$ cat src/rtl/core0_console_pkg.sv
// Shared console constants and types for the core0 uARC console bridge.
package core0_console_pkg;

  localparam int unsigned CONSOLE_BYTE_W = 8;
  localparam logic [31:0] STDIN_ADDR     = 32'h8000_0000;
  localparam logic [31:0] STDOUT_ADDR    = 32'h8000_0001;

  typedef logic [CONSOLE_BYTE_W-1:0] console_byte_t;

endpackage

$ cat src/rtl/uarc_byte_fifo.sv
// Byte FIFO with first-word-fall-through head and a registered occupancy count.
module uarc_byte_fifo
  import core0_console_pkg::*;
#(
  parameter int unsigned FIFO_ADDR_WIDTH = 4
) (
  input  logic                     clk,
  input  logic                     rst_n,
  input  logic                     push,
  input  console_byte_t            push_data,
  input  logic                     pop,
  output console_byte_t            head,
  output logic                     empty,
  output logic                     full,
  output logic [FIFO_ADDR_WIDTH:0] level
);

  localparam int unsigned DEPTH = 1 << FIFO_ADDR_WIDTH;
  localparam logic [FIFO_ADDR_WIDTH:0] DEPTH_L = (FIFO_ADDR_WIDTH+1)'(DEPTH);

  console_byte_t              mem_q [DEPTH];
  logic [FIFO_ADDR_WIDTH-1:0] wr_ptr_q, wr_ptr_d;
  logic [FIFO_ADDR_WIDTH-1:0] rd_ptr_q, rd_ptr_d;
  logic [FIFO_ADDR_WIDTH:0]   level_q, level_d;
  logic                       do_push, do_pop;

  assign empty = (level_q == '0);
  assign full  = (level_q == DEPTH_L);
  assign level = level_q;
  // Push is gated by the pre-edge full flag, so a pop while full frees space only next cycle.
  assign do_push = push & ~full;
  assign do_pop  = pop & ~empty;
  assign head    = empty ? '0 : mem_q[rd_ptr_q];

  always_comb begin
    wr_ptr_d = wr_ptr_q;
    rd_ptr_d = rd_ptr_q;
    level_d  = level_q;
    if (do_push) wr_ptr_d = wr_ptr_q + 1'b1;
    if (do_pop)  rd_ptr_d = rd_ptr_q + 1'b1;
    unique case ({do_push, do_pop})
      2'b10:   level_d = level_q + 1'b1;
      2'b01:   level_d = level_q - 1'b1;
      default: level_d = level_q;
    endcase
  end

  always_ff @(posedge clk) begin
    if (!rst_n) begin
      wr_ptr_q <= '0;
      rd_ptr_q <= '0;
      level_q  <= '0;
    end else begin
      wr_ptr_q <= wr_ptr_d;
      rd_ptr_q <= rd_ptr_d;
      level_q  <= level_d;
    end
  end

  always_ff @(posedge clk) begin
    if (rst_n && do_push) mem_q[wr_ptr_q] <= push_data;
  end

endmodule

$ cat src/rtl/uarc_console_bridge.sv
// uARC console bus <-> byte-wide serial bridge: STDOUT words to TX bytes, RX bytes to STDIN words.
module uarc_console_bridge
  import core0_console_pkg::*;
#(
  parameter int unsigned WORD_WIDTH      = 32,
  parameter int unsigned FIFO_ADDR_WIDTH = 4
) (
  input  logic                     clk,
  input  logic                     reset,
  input  logic                     global_send,
  input  logic [WORD_WIDTH-1:0]    global_data,
  input  logic                     sender_enable,
  output logic                     sender_send_ack,
  output logic                     receiver_enable,
  output logic                     receiver_send,
  output logic [WORD_WIDTH-1:0]    receiver_data,
  input  logic                     receiver_send_ack,
  output logic                     tx_valid,
  output logic [7:0]               tx_data,
  input  logic                     tx_ready,
  input  logic                     rx_valid,
  input  logic [7:0]               rx_data,
  output logic                     rx_ready,
  output logic [FIFO_ADDR_WIDTH:0] tx_level,
  output logic [FIFO_ADDR_WIDTH:0] rx_level
);

  logic                     ack_q, ack_d;
  logic                     accept;
  console_byte_t            tx_head, rx_head;
  logic                     tx_empty, tx_full, rx_empty, rx_full;
  logic [FIFO_ADDR_WIDTH:0] tx_lvl, rx_lvl;

  // The ack blocks a second accept of the same word; reset blocks any accept on the flush edge.
  assign accept = reset & global_send & sender_enable & ~tx_full & ~ack_q;
  assign ack_d  = accept;

  always_ff @(posedge clk) begin
    if (!reset) ack_q <= 1'b0;
    else        ack_q <= ack_d;
  end

  uarc_byte_fifo #(.FIFO_ADDR_WIDTH(FIFO_ADDR_WIDTH)) u_tx_fifo (
    .clk       (clk),
    .rst_n     (reset),
    .push      (accept),
    .push_data (global_data[7:0]),
    .pop       (tx_ready),
    .head      (tx_head),
    .empty     (tx_empty),
    .full      (tx_full),
    .level     (tx_lvl)
  );

  uarc_byte_fifo #(.FIFO_ADDR_WIDTH(FIFO_ADDR_WIDTH)) u_rx_fifo (
    .clk       (clk),
    .rst_n     (reset),
    .push      (rx_valid),
    .push_data (rx_data),
    .pop       (receiver_send_ack),
    .head      (rx_head),
    .empty     (rx_empty),
    .full      (rx_full),
    .level     (rx_lvl)
  );

  // Every output is forced low while reset is held, independent of register state.
  assign sender_send_ack = reset & ack_q;
  assign receiver_enable = reset;
  assign receiver_send   = reset & ~rx_empty;
  assign receiver_data   = reset ? WORD_WIDTH'(rx_head) : '0;
  assign tx_valid        = reset & ~tx_empty;
  assign tx_data         = reset ? tx_head : '0;
  assign rx_ready        = reset & ~rx_full;
  assign tx_level        = reset ? tx_lvl : '0;
  assign rx_level        = reset ? rx_lvl : '0;

  if (WORD_WIDTH > 8) begin : g_hi
    logic unused_hi;
    assign unused_hi = ^global_data[WORD_WIDTH-1:8];
  end

endmodule

$ cat config.mk
export PLATFORM = sky130hd
export DESIGN_NAME = uarc_console_bridge
export DESIGN_NICKNAME = d
export VERILOG_FILES = /design/src/rtl/core0_console_pkg.sv /design/src/rtl/uarc_byte_fifo.sv /design/src/rtl/uarc_console_bridge.sv
export SDC_FILE = /design/constraint.sdc
export NUM_CORES = 1
export LEC_CHECK = 0
export CAP_MARGIN = 5
export CORE_ASPECT_RATIO = 1.5
export CORE_UTILIZATION = 25
export DETAILED_ROUTE_END_ITERATION = 10
export PLACE_DENSITY_LB_ADDON = 0.2
export SYNTH_ARGS = -nofsm -noshare
export SYNTH_HDL_FRONTEND = slang
export SYNTH_SLANG_ARGS = --single-unit
$ cat constraint.sdc
create_clock -name clk -period 3.01 [get_ports clk]
set_clock_uncertainty 0.15 [all_clocks]
set_input_delay 0.4515 -clock clk [delete_from_list [all_inputs] [get_ports clk]]
set_output_delay 0.4515 -clock clk [all_outputs]
set_load 0.05 [all_outputs]
After elaboration in Yosys (flattened, before gate mapping). Memory sizes are Yosys's and may differ from the RTL's. A register that Yosys moved wholly into a read port is not among the register bits. Cells that the tools add are included.

Input port bits: 47. Register bits after elaboration: 27. RAM bits: 256. Word-level logic and storage cells: 62. Output and inout port bits: 55. Memories kept: 2.

Memory list: u_rx_fifo.mem_q (depth 16, width 8, read ports 1, clocked after memory_dff 1, wr ports 1, RTL line uarc_byte_fifo.sv:21) `console_byte_t mem_q [DEPTH];`; u_tx_fifo.mem_q (depth 16, width 8, read ports 1, clocked after memory_dff 1, wr ports 1, RTL line uarc_byte_fifo.sv:21).

$add $sub $neg: 8. Reductions and logical operators: 6. Multiplexer cells: 16. Eq/ne operators: 6. Bitwise gates (word level): 17.

Operator list (count): 2-to-1 mux 8 bit (4); one-hot mux 5 bit (2 select lines) (2); adder 4 x 1 -> 4 bit (second input constant) (4); 2-to-1 mux 4 bit (4); bitwise AND 1 bit (12); adder 5 x 1 -> 5 bit (second input constant) (2); == test 5 bit (second input constant) (2); zero test 5 bit (2); 2-to-1 mux 5 bit (2); subtractor 5 x 1 -> 5 bit (second input constant) (2); inverter 1 bit (5); == test 2 x 1 -> 1 bit (second input constant) (2); == test 2 bit (second input constant) (2); 2-to-1 mux 1 bit (4); nonzero test 2 bit (2); logical AND 1 bit (2).

Depth between registers and ports, before layout. Gate-level depths: netlist of run 1.

Word-level depth: 8. Mapped depth: 11. Gate-level depth less buffers: 10.

Modules after synthesis. From an unflattened synthesis of run 1, not the netlist that was laid out.

Cell total of the unflattened synthesis: 705. Area, all modules: 12206.7 µm².

By module, submodules not included: uarc_byte_fifo (area each 5886.9 µm², instances 2, cells an instance 321, sequential area each 4184.0 µm²); uarc_console_bridge (area each 432.9 µm², instances 1, cells an instance 63, sequential area each 20.0 µm²).

Worst setup path before layout of run 1. Ideal clock, no wire load.

Path kind: register -> register. From: register u_rx_fifo.level_q[0], in the netlist u_rx_fifo.level[0]. To: register u_rx_fifo.level_q[3], in the netlist u_rx_fifo.level[3]. Path slack: 269 ps. Cell stages (with the launch flop): 10. Arrival: 2529 ps. Period minus slack after synthesis: 2741 ps. Setup time: 62 ps. Path buffers: 0. Required time: 2798 ps. Cells stage by stage: dfxtp_1 or4_4 o21ai_4 inv_1 ha_1 ha_1 a21o_2 a21oi_1 or4b_2 nand3_1.

Longest elaborated chain between the ends: 5. Elaborated cells between the ends (all ways): 12. Those cells by class: add/sub: 2; eq/ne: 3; mux: 1; bitwise: 4; reduce/logical: 2.

RTL lines: start, declared (RTL line uarc_byte_fifo.sv:24) `logic [FIFO_ADDR_WIDTH:0] level_q, level_d;`; start signal, assigned (RTL line uarc_byte_fifo.sv:56) `level_q <= level_d;`; == test 5 bit / zero test 5 bit (equally long branches) (RTL line uarc_byte_fifo.sv:28, uarc_byte_fifo.sv:27); inverter 1 bit, on equally long branches (RTL line uarc_byte_fifo.sv:31, uarc_byte_fifo.sv:32); bitwise AND 1 bit, on equally long branches (RTL line uarc_byte_fifo.sv:31, uarc_byte_fifo.sv:32); == test 2 x 1 -> 1 bit / == test 2 bit (equally long branches) (RTL line uarc_byte_fifo.sv:41) `unique case ({do_push, do_pop})`; one-hot mux 5 bit (2 select lines) / nonzero test 2 bit (equally long branches).

Parallel ways exist; a longest one is shown, timed or not. A chain may end at the register's enable or synchronous reset.

==> results of run 1 <==
## metrics by stage
| stage | util | area (µm²) | TNS [ps] | power [W] | worst slack (ps) |
|---|---|---|---|---|---|
| after floorplan | - | 12400 | 0 | 0.00626 | 269 |
| after global placement | 0.286 | 13900 | -33.7 | 0.00717 | -33.7 |
| after detailed placement | 0.286 | 13900 | -33.6 | 0.00718 | -33.6 |
| after CTS | 0.310 | 15000 | 0 | 0.0113 | 5.39 |
| after global routing | 0.311 | 15100 | -0.109 | 0.0116 | -0.109 |
| final | 0.311 | 15100 | 0 | 0.0111 | 115 |
## critical path: stages (launching register included)
cell and delay (ps):
dfxtp_1 620, mux4_2 620, o211ai_1 180, a21oi_1 100, buf_4 200
## final cells by class
cell class	count	area, µm²	share of cell area
sequential	291	8400	0.557
multi-input combinational	434	3520	0.233
timing repair buffer	133	1220	0.0809
tap	656	821	0.0544
clock buffer	36	795	0.0526
clock inverter	20	277	0.0183
inverter	17	63.8	0.00423
## timing repair
item | 4_1_cts | 5_1_grt
pin swaps | 0 | 1
gates cloned | 1 | 0
setup endpoints to repair | 14 | 12
buffers inserted | 3 | 3
resized for setup | 5 | 6
## worst max-delay path by stage
stage / start / slack [ps] / to
2_1_floorplan: u_rx_fifo.level[0]$_SDFFE_PN0P_ / 270 / u_rx_fifo.level[3]$_SDFFE_PN0P_
3_3_place_gp: sender_enable / -30 / u_tx_fifo.level[4]$_SDFFE_PN0P_
3_5_place_dp: global_send / -30 / u_tx_fifo.level[4]$_SDFFE_PN0P_
4_1_cts: register / 5 / tx_data[5]
5_1_grt: register / -0.1 / tx_data[7]
6_report: register / 120 / receiver_data[6]
## logic make-up after synthesis
| logic type | Yosys count |
|---|---|
| buffers and inverters | 84 |
| AND/OR/NAND/NOR | 209 |
| AO/OA/AOI/OAI | 69 |
| adder cells (fa/ha/maj) | 20 |
| multiplexers | 103 |
| XOR/XNOR | 9 |
| other | 1 |
| flip-flops | 291 |
## cell usage in the layout, fill, tap and decap left out, types with 14 or more instances in the layout
master,count
mux2i_1,61
nand3_1,26
nor2b_1,14
nor2_1,50
buf_4,97
clkdlybuf4s50_1,22
conb_1,24
clkbuf_16,31
mux4_2,36
dfxtp_1,31
nand2_1,40
inv_1,17
edfxtp_1,256
and2_1,27
ha_1,16
## per-layer routing
layer | part of all wire | routed length, µm
met5 | 0 | 0
met4 | 0.021 | 619
met3 | 0.031 | 913
met2 | 0.57 | 16800
met1 | 0.37 | 11000
## where the power goes
group          total [W]  internal, W  switching [W]  leakage [nW]
clock            0.00405      0.00247        0.00157         0.518
sequential       0.00460      0.00450      0.0000994          2.59
combinational    0.00247      0.00100        0.00147          1.95
## flip-flops by register name, summed over array words and instances (netlist names), 4 cells and up, named ones only
signal,count
u_rx_fifo.mem_q,128
u_tx_fifo.rd_ptr_q,4
u_rx_fifo.level,5
u_rx_fifo.wr_ptr_q,4
u_tx_fifo.mem_q,128
u_tx_fifo.level,5
u_tx_fifo.wr_ptr_q,4
u_rx_fifo.rd_ptr_q,4
==> flow_summary.yaml, run 1 <==
yosys:
  synth_seq_area_share: 0.684
  syn_inst: 786
  synthSimpleGateAreaFrac: 0.0888
  yosys_register_bits: 291
  synth_cell_types: 46
  synthTopCellsByCount: "edfxtp_1 (256), mux2i_1 (61), nor2_1 (50), nand2_1 (40)"
  synth_flop_cell: "edfxtp_1"
  ys_async_sr_fraction: 0
  synth_xor_area_frac: 0.00642
  netlist_area_mm2: 0.0123
  synth_top_area_frac: 0.626
  synth.most_common_cell: "edfxtp_1"
  yosys_warnings: 0
  synth.avg_cell_area_um2: 15.6
  synth.area.mux_share: 0.121
  synthTopCellsByArea: "edfxtp_1 (63%), mux4_2 (6.6%), dfxtp_1 (5.7%), mux2i_1 (5.0%), buf_4 (2.2%)"
  synth_compound_area_frac: 0.0392
  yosys.area.top_type: "edfxtp_1"
  synth_fa_ha_area_frac: 0.0216
  synth_edf_count: 256
  synth_top_family_by_area: "multiplexers"
detailed_routing:
  drc: 0
  drt-initial-drc-count: 285
  avgRoutedWirePerCell_um: 18.4
  post_drt_via_cell_ratio: 4.19
  dr.pass1.iters: 6
  num_vias: 6646
  wirelength_um: 29300
  postRouteAntennaNets: 0
run_status:
  status: "finished clean"
worst_setup_path:
  r2r_slack_ps: 230
  reg2reg_from: "u_rx_fifo.level[0]$_SDFFE_PN0P_"
  rr_worst_depth: 9
  arrival_ps: 2290
  critPathLaunchType: "register"
  worstSetupPathType: "reg -> out"
  cp_data_required_time_ps: 2410
  r2r-end: "u_rx_fifo.level[4]$_SDFFE_PN0P_"
  cp-end-kind: "primary output"
  crit_fanout: 6
sta:
  hold_viol: 0
  slew_viol_final: 0
  period_minus_slack_ps: 2890
  max_slew_margin: 0.568
  max_freq_ghz: 0.345
  worst_pin_slew_ps: 647
  setup_violations: 0
  whs_ps: 244
  fin_crit_sh: 0.962
final_layout:
  fin_nets: 974
  antenna_cells: 0
  instances_no_fill: 1587
  nFillCells: 4897
  syn_to_final_growth_pct: 23.0
  drive_gt1_frac: 0.234
grt:
  grt_pass1_wl_um: 43500
  grt.busiest_layer: "met2"
  first_global_vias: 6907
  grt_max_degree: 31
  gr-usage-met3: 0.0153
  met2_usage: 0.236
  track_usage: 0.117
  grt.overflow.total: 0
  grt_use_met1: 0.124
  antenna_found_initial: 0
floorplan:
  io_pins: 102
  coreArea_mm2: 0.0486
  start_util: 0.253
  rows: 99
  die_h_um: 273
  die_w_um: 183
  dieArea_mm2: 0.0500
worst_hold_path:
  min_path_cells: 4
  hold_end: "ack_q$_SDFF_PN0_"
  min_from: "reset"
  min_path_type: "in -> reg"
clock_tree:
  cts_buffers: 30
  tritoncts: "done"
  clock_sinks: 291
  clock_latency_ps: 560
  clockRootBuffer: "clkbuf_16"
  hold_buffers: 0
  htree_levels: 1
  cts.clk_slew.worst_paths_ps: 60
  clk_path_buf_depth: 3
job:
  max_cap_viol_count: 0
placement:
  gp_congestion: 0.733
  dp_cells: 1524
  numPortBuffers: 53
  dp_hpwl_um: 19300
power_and_ir_drop:
  peakVddDrop_mv: 0.564
  power_leakage_nw: 5.06
  power_density_mw_per_mm2: 736
Power figures use the tool's default switching activity.
==> inputs of run 2 (changes only) <==
- RECOVER_POWER: not set -> 100
- REMOVE_ABC_BUFFERS: not set -> 1
==> flow_summary.yaml, run 2 (synthesized netlist as in run 1, its figures left out) <==
run_status:
  status: "finished clean"
worst_setup_path:
  arrival_ps: 2330
  crit_fanout: 9
  cp_data_required_time_ps: 2410
  critical-path-max-stage-delay_ps: 580
  crit_path_top_delay_cell: "or4_4"
  critPathLaunchType: "register"
  cp-end-kind: "primary output"
  path_delay_family: "compound AO/OA/AOI/OAI gates"
  path_cells: "or4_4, o21ai_4, a31oi_1, o21a_1, buf_12"
  worstSetupPathType: "reg -> out"
  path_buf_inv: 1
  r2r_slack_ps: 190
final_layout:
  antenna_cells: 0
  multi_input_area_mm2: 0.00354
  syn_to_final_growth_pct: 21.4
  drive_gt1_frac: 0.203
  reg.largest.list: "u_rx_fifo.mem_q: 128 flops, u_tx_fifo.mem_q: 128 flops"
  seqCellArea_mm2: 0.00840
  fin_area_mm2: 0.0149
  layout_common_cells: "edfxtp_1 (256), mux2i_1 (61), nor2_1 (50), nand2_1 (40)"
  nFillCells: 4947
  layout_commonest_cell: "edfxtp_1"
  fin_nets: 973
detailed_routing:
  num_vias: 6689
  avgRoutedWirePerCell_um: 17.9
  drt-initial-drc-count: 309
  drc: 0
  post_drt_via_cell_ratio: 4.23
  postRouteAntennaNets: 0
  wirelength_um: 28300
  dr.pass1.iters: 4
sta:
  max_slew_margin: 0.484
  worst_pin_slew_ps: 775
  setup_violations: 0
  slew_viol_final: 0
  max_freq_ghz: 0.341
  fin_crit_sh: 0.975
  hold_viol: 0
  period_minus_slack_ps: 2930
  tns_ps: 0
floorplan:
  dieArea_mm2: 0.0500
  start_util: 0.253
  die_h_um: 273
  io_pins: 102
  rows: 99
  coreArea_mm2: 0.0486
  die_w_um: 183
placement:
  numPortBuffers: 53
  dp_hpwl_um: 18800
  gp_congestion: 0.733
  placedInstanceArea_mm2: 0.0139
clock_tree:
  clk_path_buf_depth: 3
  clock_sinks: 291
  htree_levels: 1
  cts_buffers: 31
  tritoncts: "done"
  cts.clk_slew.worst_paths_ps: 60
  clock_latency_ps: 570
  clockRootBuffer: "clkbuf_16"
  hold_buffers: 0
power_and_ir_drop:
  power_frac_comb: 0.234
  power_density_mw_per_mm2: 720
  intPower_w: 0.00756
  sw_frac_of_total: 0.296
  power_leakage_nw: 4.85
  p_switching_w: 0.00317
  peakVddDrop_mv: 0.407
  p_clk_frac: 0.336
  seqPwrFrac: 0.430
job:
  max_cap_viol_count: 0
worst_hold_path:
  min_path_type: "in -> reg"
grt:
  grt.overflow.total: 0
  track_usage: 0.114
  grt_pass1_wl_um: 42800
  first_global_vias: 6945
  antenna_found_initial: 0
  grt_max_degree: 38
==> run 2: changes by cell type in the layout (fill, tap and decap cells not counted), sizes merged <==
cell	delta
clkbuf	+55
buf	-53
clkdlybuf4s50	-17
dlygate4sd3	+16
bufinv	-6
clkinv	-2
clkinvlp	+2
bufbuf	-1
inv	+1
==> run 2: power by group through the flow <==
stage	logic [W]	registers, W	clock network [W]
final	0.00251	0.00461	0.00361
after global routing	0.00273	0.00463	0.00388
after CTS	0.00260	0.00461	0.00374
after detailed placement	0.00258	0.00469	0
after global placement	0.00256	0.00468	0
after floorplan	0.00144	0.00474	0
==> run 2: stage by stage <==
stage               utilization  worst slack [ps]  total power [W]  hold WS (ps)  cells
floorplan                     -              -144          0.00618           331    742
global placement          0.286            -0.892          0.00724           354   1513
detailed placement        0.286             -51.0          0.00726           365   1513
CTS                       0.306             -1.76           0.0110           164   1566
global route              0.307             -2.23           0.0112           271   1582
finish                    0.307              76.6           0.0107           262   1582
==> run 2: path summary, 6_finish.rpt <==
| kind | to | depth (start not counted) | from |
|---|---|---|---|
| setup / recovery | receiver_data[0] | 5 | u_rx_fifo.level[0]$_SDFFE_PN0P_ |
| hold / removal | register | 3 | reset |
| setup reg to reg | u_tx_fifo.level[4]$_SDFFE_PN0P_ | 11 | u_tx_fifo.level[2]$_SDFFE_PN0P_ |
| hold reg to reg | u_tx_fifo.wr_ptr_q[1]$_SDFFE_PN0P_ | 2 | u_tx_fifo.wr_ptr_q[1]$_SDFFE_PN0P_ |
==> run 2: cell type report <==
cell class	instances	share of cell area
clock buffers	38	0.0558
clock inverters	15	0.00773
repair buffers	131	0.0754
well taps	656	0.0551
inverters	17	0.00453
multi-input cells	434	0.237
flip-flops and latches	291	0.564
==> run 2: worst min-delay path, stage by stage <==
cell and delay (ps):
buf_2 120, buf_4 220, o21a_1 140
==> run 2: layer usage <==
layer  up-vias  GRT usage  share of wire
li1       3179          -              -
met1      3359      0.125           0.39
met2       114      0.221           0.56
met3        37     0.0148          0.030
met4         0     0.0386          0.024
met5         -          0              0
==> run 2: repair_timing <==
item,4_1_cts,5_1_grt
gates resized for setup,4,13
cloned,0,2
buffers inserted,0,14
setup endpoints to repair,11,13
pin swaps,0,0
==> inputs of run 3 (changes only) <==
- SLEW_MARGIN: not set -> 20
==> results of run 3 <==
The final DEF is identical to that of run 2; final timing and power are the same.
==> patch 1 (flow settings as in run 1) <==
Set the parameter `WORD_WIDTH` to 16 (it was 32).
--- a/src/rtl/uarc_console_bridge.sv
+++ b/src/rtl/uarc_console_bridge.sv
@@ -2,7 +2,7 @@
 module uarc_console_bridge
   import core0_console_pkg::*;
 #(
-  parameter int unsigned WORD_WIDTH      = 32,
+  parameter int unsigned WORD_WIDTH      = 16,
   parameter int unsigned FIFO_ADDR_WIDTH = 4
 ) (
   input  logic                     clk,
Ports: changed (resized global_data and receiver_data); port bits go from 102 to 70. No check against the original RTL was run, so the function may have changed too.
==> patch 1 against run 1 <==
Sequential cell count did not move. Sequential power barely moved. Critical path depth rose by 2. Count of clock-buffer cells in the layout rose by 1. Sequential share of layout area rose by 0.92 points. Area after synthesis fell by 0.98%. Wire length fell by 2.4%. Setup slack improved by 0.045 ns. Cell area fell by 1.7%. Utilization barely moved. Power fell by 4.1%. Global-route usage fell by 0.14 points.
==> patch 1: results (changes against run 1) <==
- The wire length of the first global-routing pass is 43200 um (-0.67%).
- The data arrival time of the worst path is 2.25 ns (-0.04 ns).
- Among all stages on the critical path, the largest delay is contributed by sky130_fd_sc_hd__dfxtp_4.
- Sorting the synthesized cells by how often they occur yields 256 x sky130_fd_sc_hd__edfxtp_1, 61 x sky130_fd_sc_hd__mux2i_1, 50 x sky130_fd_sc_hd__nor2_1, 40 x sky130_fd_sc_hd__nand2_1, 36 x sky130_fd_sc_hd__mux4_2.
- The complex-gate fraction of the synthesized area is 3.95% (+0.039 points).
- The share of the cycle needed by the critical path after routing is 94.7% (-1.5 points).
- The total placed cells including tap cells is 1442 (-5.4%).
- The detailed-routing iteration count for the pre-antenna-repair pass is 4 (-2).
- The delay contributed by the slowest stage of the critical path is 0.41 ns (-0.21 ns).
- The overall power of the completed layout is 10700 uW (-4.1%).
- The DRC violation total after the first TritonRoute iteration is 296 (+3.9%).
- The adder-cell share of the synthesized area came to 2.18% (+0.021 points).
- The net count reported at finish came to 936 (-3.9%).
- The slew at the pin closest to its max-slew limit is 0.621 ns (-0.0256 ns).
- The met2 wirelength from detailed routing came to 15900 um (-5.0%).
- The share of the synthesized netlist area taken by xor and xnor gates came to 0.649% (+0.0063 points).
- The number of global-route vias before repair came to 6880 (-0.39%).
- The post-place setup slack is -0.0552 ns (-0.0216 ns).
- The total leakage power was 0.00493 uW (-2.6%).
- The power share of the sequential group is 43.1% (+1.7 points).
- The routed length per instance is 18.9 um (+2.6%).
- The placer congestion estimate came to 0.731 (-0.16%).
- The overall fraction of global-route tracks in use is 11.6% (-0.14 points).
- The maximum number of pins on one net before global-route repair came to 38 (+23%).
- The switching power of the nets came to 3120 uW (-0.71%).
- The tightest hold margin came to 0.230 ns (-0.0149 ns).
- The flow ran to the end, and the final reports show no timing, DRC or antenna violations.
- The share of layout cells above drive strength 1 is 22.9% (-0.53 points).
- The total vias in the final route came to 6651 (+0.075%).
- The mean number of vias per cell is 4.41 (+5.2%).
==> patch 1: cell count changes after synthesis, sizes merged <==
cell | run 1 | this run
buf | 50 | 34
==> patch 1: area by class of cell <==
type | instances | area [sq um]
timing repair buffer | 127 | 1210
clock inverter | 19 | 109
fill | 4779 | 33000
sequential | 291 | 8400
tap | 600 | 751
multi-input combinational | 418 | 3460
clock buffer | 37 | 850
inverter | 17 | 63.8
==> patch 1: path summary, 6_finish.rpt <==
path,end,cells after the start
max,tx_data[6],6
min,ack_q$_SDFF_PN0_,4
max reg2reg,u_tx_fifo.level[3]$_SDFFE_PN0P_,10
min reg2reg,u_tx_fifo.wr_ptr_q[1]$_SDFFE_PN0P_,2
==> patch 1: timing repair <==
item	4_1_cts	5_1_grt
resized for setup	3	5
pin swaps	1	0
setup endpoints to repair	9	6
buffers inserted	3	6
gates cloned	1	1
==> patch 1: routing by layer <==
layer  up-vias  GRT usage, %
met4         0          4.07
met3        38          1.51
li1       3159             -
met5         -             0
met2        98          22.6
met1      3356          12.7
==> patch 2 (config.mk and constraints of run 1) <==
Made on the original files. Register the outputs `tx_level` and `rx_level`, cleared by the reset; this adds one clock of latency there. The other outputs are not delayed to match.
--- a/src/rtl/uarc_console_bridge.sv
+++ b/src/rtl/uarc_console_bridge.sv
@@ -72,8 +72,15 @@
   assign tx_valid        = reset & ~tx_empty;
   assign tx_data         = reset ? tx_head : '0;
   assign rx_ready        = reset & ~rx_full;
-  assign tx_level        = reset ? tx_lvl : '0;
-  assign rx_level        = reset ? rx_lvl : '0;
+  always_ff @(posedge clk) begin
+    if (!reset) begin
+      tx_level <= '0;
+      rx_level <= '0;
+    end else begin
+      tx_level <= reset ? tx_lvl : '0;
+      rx_level <= reset ? rx_lvl : '0;
+    end
+  end
 
   if (WORD_WIDTH > 8) begin : g_hi
     logic unused_hi;
Formal check against the unedited RTL: not equivalent (Yosys sat finds a counterexample within 4 cycles, from zero or initial values and one cycle with reset low).
==> patch 2 against run 1 <==
Power decreased by 1.0%. The flow now finishes with violations (design-rule violations). Wire length decreased by 2.2%. Sequential cell count up 10. Highest routed layer unchanged. Non-clock buffer count shrank 6. Utilization down 0.33 points. Cell count grew 0.32%. Die area up 2.0%. Hold slack improved by 0.057 ns. Setup slack lost 0.037 ns. Cell area up 0.94%. Area after synthesis grew 2.0%. Largest cell class unchanged.
==> patch 2: results (changes against run 1) <==
- The flow ran to the end, but the final reports show violations.
- The checks that failed: design-rule violations.
- The complex-gate fraction of the synthesized area is 3.85% (-0.067 points).
- The delay contributed by the slowest stage of the critical path is 0.50 ns (-0.12 ns).
- The worst reg2reg path depth came to 10 (+1).
- The tightest hold margin is 0.302 ns (+0.0575 ns).
- The slew at the pin closest to its max-slew limit was 0.648 ns (+0.00178 ns).
- The DRC violation total after the first TritonRoute iteration came to 293 (+2.8%).
- The fraction of synthesized area in multiplexers is 12.0% (-0.18 points).
- The share of layout cells above drive strength 1 is 21.9% (-1.6 points).
- The number of global-route vias before repair is 6867 (-0.58%).
- The placer congestion estimate is 0.712 (-2.9%).
- The data arrival time of the worst path was 2.33 ns (+0.04 ns).
- The instance count along the most critical hold path came to 3 (-1).
- The commonest cells after synthesis are 256 x sky130_fd_sc_hd__edfxtp_1, 64 x sky130_fd_sc_hd__mux2i_1, 45 x sky130_fd_sc_hd__dfxtp_1, 40 x sky130_fd_sc_hd__nor2_1.
- The instance area at placement was 14200 sq um (+2.0%).
- For this design, the slowest cell found on the critical path is sky130_fd_sc_hd__mux4_2.
- The detailed-routing iteration count for the pre-antenna-repair pass was 7 (+1).
- The placed wire-length estimate is 19400 um (+0.71%).
- The DRC violation count after routing came to 1 (+1).
- The wire length of the first global-routing pass is 42500 um (-2.2%).
- After synthesis, the cell types taking the most area are sky130_fd_sc_hd__edfxtp_1 61%, sky130_fd_sc_hd__dfxtp_1 7.2%, sky130_fd_sc_hd__mux4_2 6.5%.
- The mean number of vias per cell is 4.18 (-0.27%).
- The largest vdd supply drop is 0.000426 V (-24%).
- The post-place setup slack is -0.00362 ns (+0.0299 ns).
- The overall fraction of global-route tracks in use is 11.2% (-0.51 points).
- The peak fanout along the critical path was 8 (+2).
- The number of resized instances in the post-cts repair step is 13 (+8).
- The routed length per instance is 18.0 um (-2.5%).
- The maximum number of pins on one net before global-route repair is 29 (-6.5%).
- The number of distinct library cells after synthesis is 47 (+2.2%).
- The clock buffer count from CTS came to 31 (+3.3%).
- In this design, the largest share of critical-path delay is due to multiplexers.
## patch 2: report_power, final
part           internal (uW)  switching (uW)  total [uW]
sequential              4650             119        4770
combinational           1000            1420        2420
clock                   2230            1580        3810
total                   7880            3120       11000
## patch 2: area by class of cell
| class | count | area (sq um) |
|---|---|---|
| clock inverter | 15 | 180 |
| clock buffer | 40 | 810 |
| fill | 5011 | 34300 |
| inverter | 18 | 67.6 |
| sequential | 301 | 8610 |
| tap | 663 | 830 |
| timing repair buffer | 127 | 1190 |
| multi-input combinational | 428 | 3560 |
## patch 2: worst max path at each step
stage / start / end / slack (ns) / depth (start not counted)
final: register / receiver_data[0] / 0.08 / 6
after global routing: register / receiver_data[0] / -0.05 / 6
after CTS: register / receiver_data[1] / -0.02 / 6
after detailed placement: global_send / u_tx_fifo.level[4]$_SDFFE_PN0P_ / -0.004 / 11
after global placement: global_send / u_tx_fifo.level[4]$_SDFFE_PN0P_ / -0.03 / 11
after floorplan: register / receiver_data[1] / 0.1 / 6
## patch 2: kinds of logic (layout without fill, tap and decap cells)
logic type / count (synthesis) / in the layout
DFF: 301 / 301
and+or+nand+nor: 201 / 201
muxes: 104 / 104
buffers and inverters: 86 / 200
AOI/OAI and AO/OA: 69 / 69
adders and majority gates: 20 / 20
xor gates and xnor gates: 10 / 10
other: 1 / 24
## patch 2: per-layer routing
metal	GRT usage [%]	part of all wire [%]	routed length, um
met1	12.3	39	11300
met2	21.7	55	15800
met3	1.67	3.2	911
met4	3.52	2.3	652
met5	0	0	0
## patch 2: metrics by stage
stage,setup TNS [ns],total power [uW],instances
2_1_floorplan,0,6380,815
3_3_place_gp,-0.0340,7280,1536
3_5_place_dp,-0.00362,7290,1536
4_1_cts,-0.0386,11200,1592
5_1_grt,-0.118,11500,1592
6_report,0,11000,1592
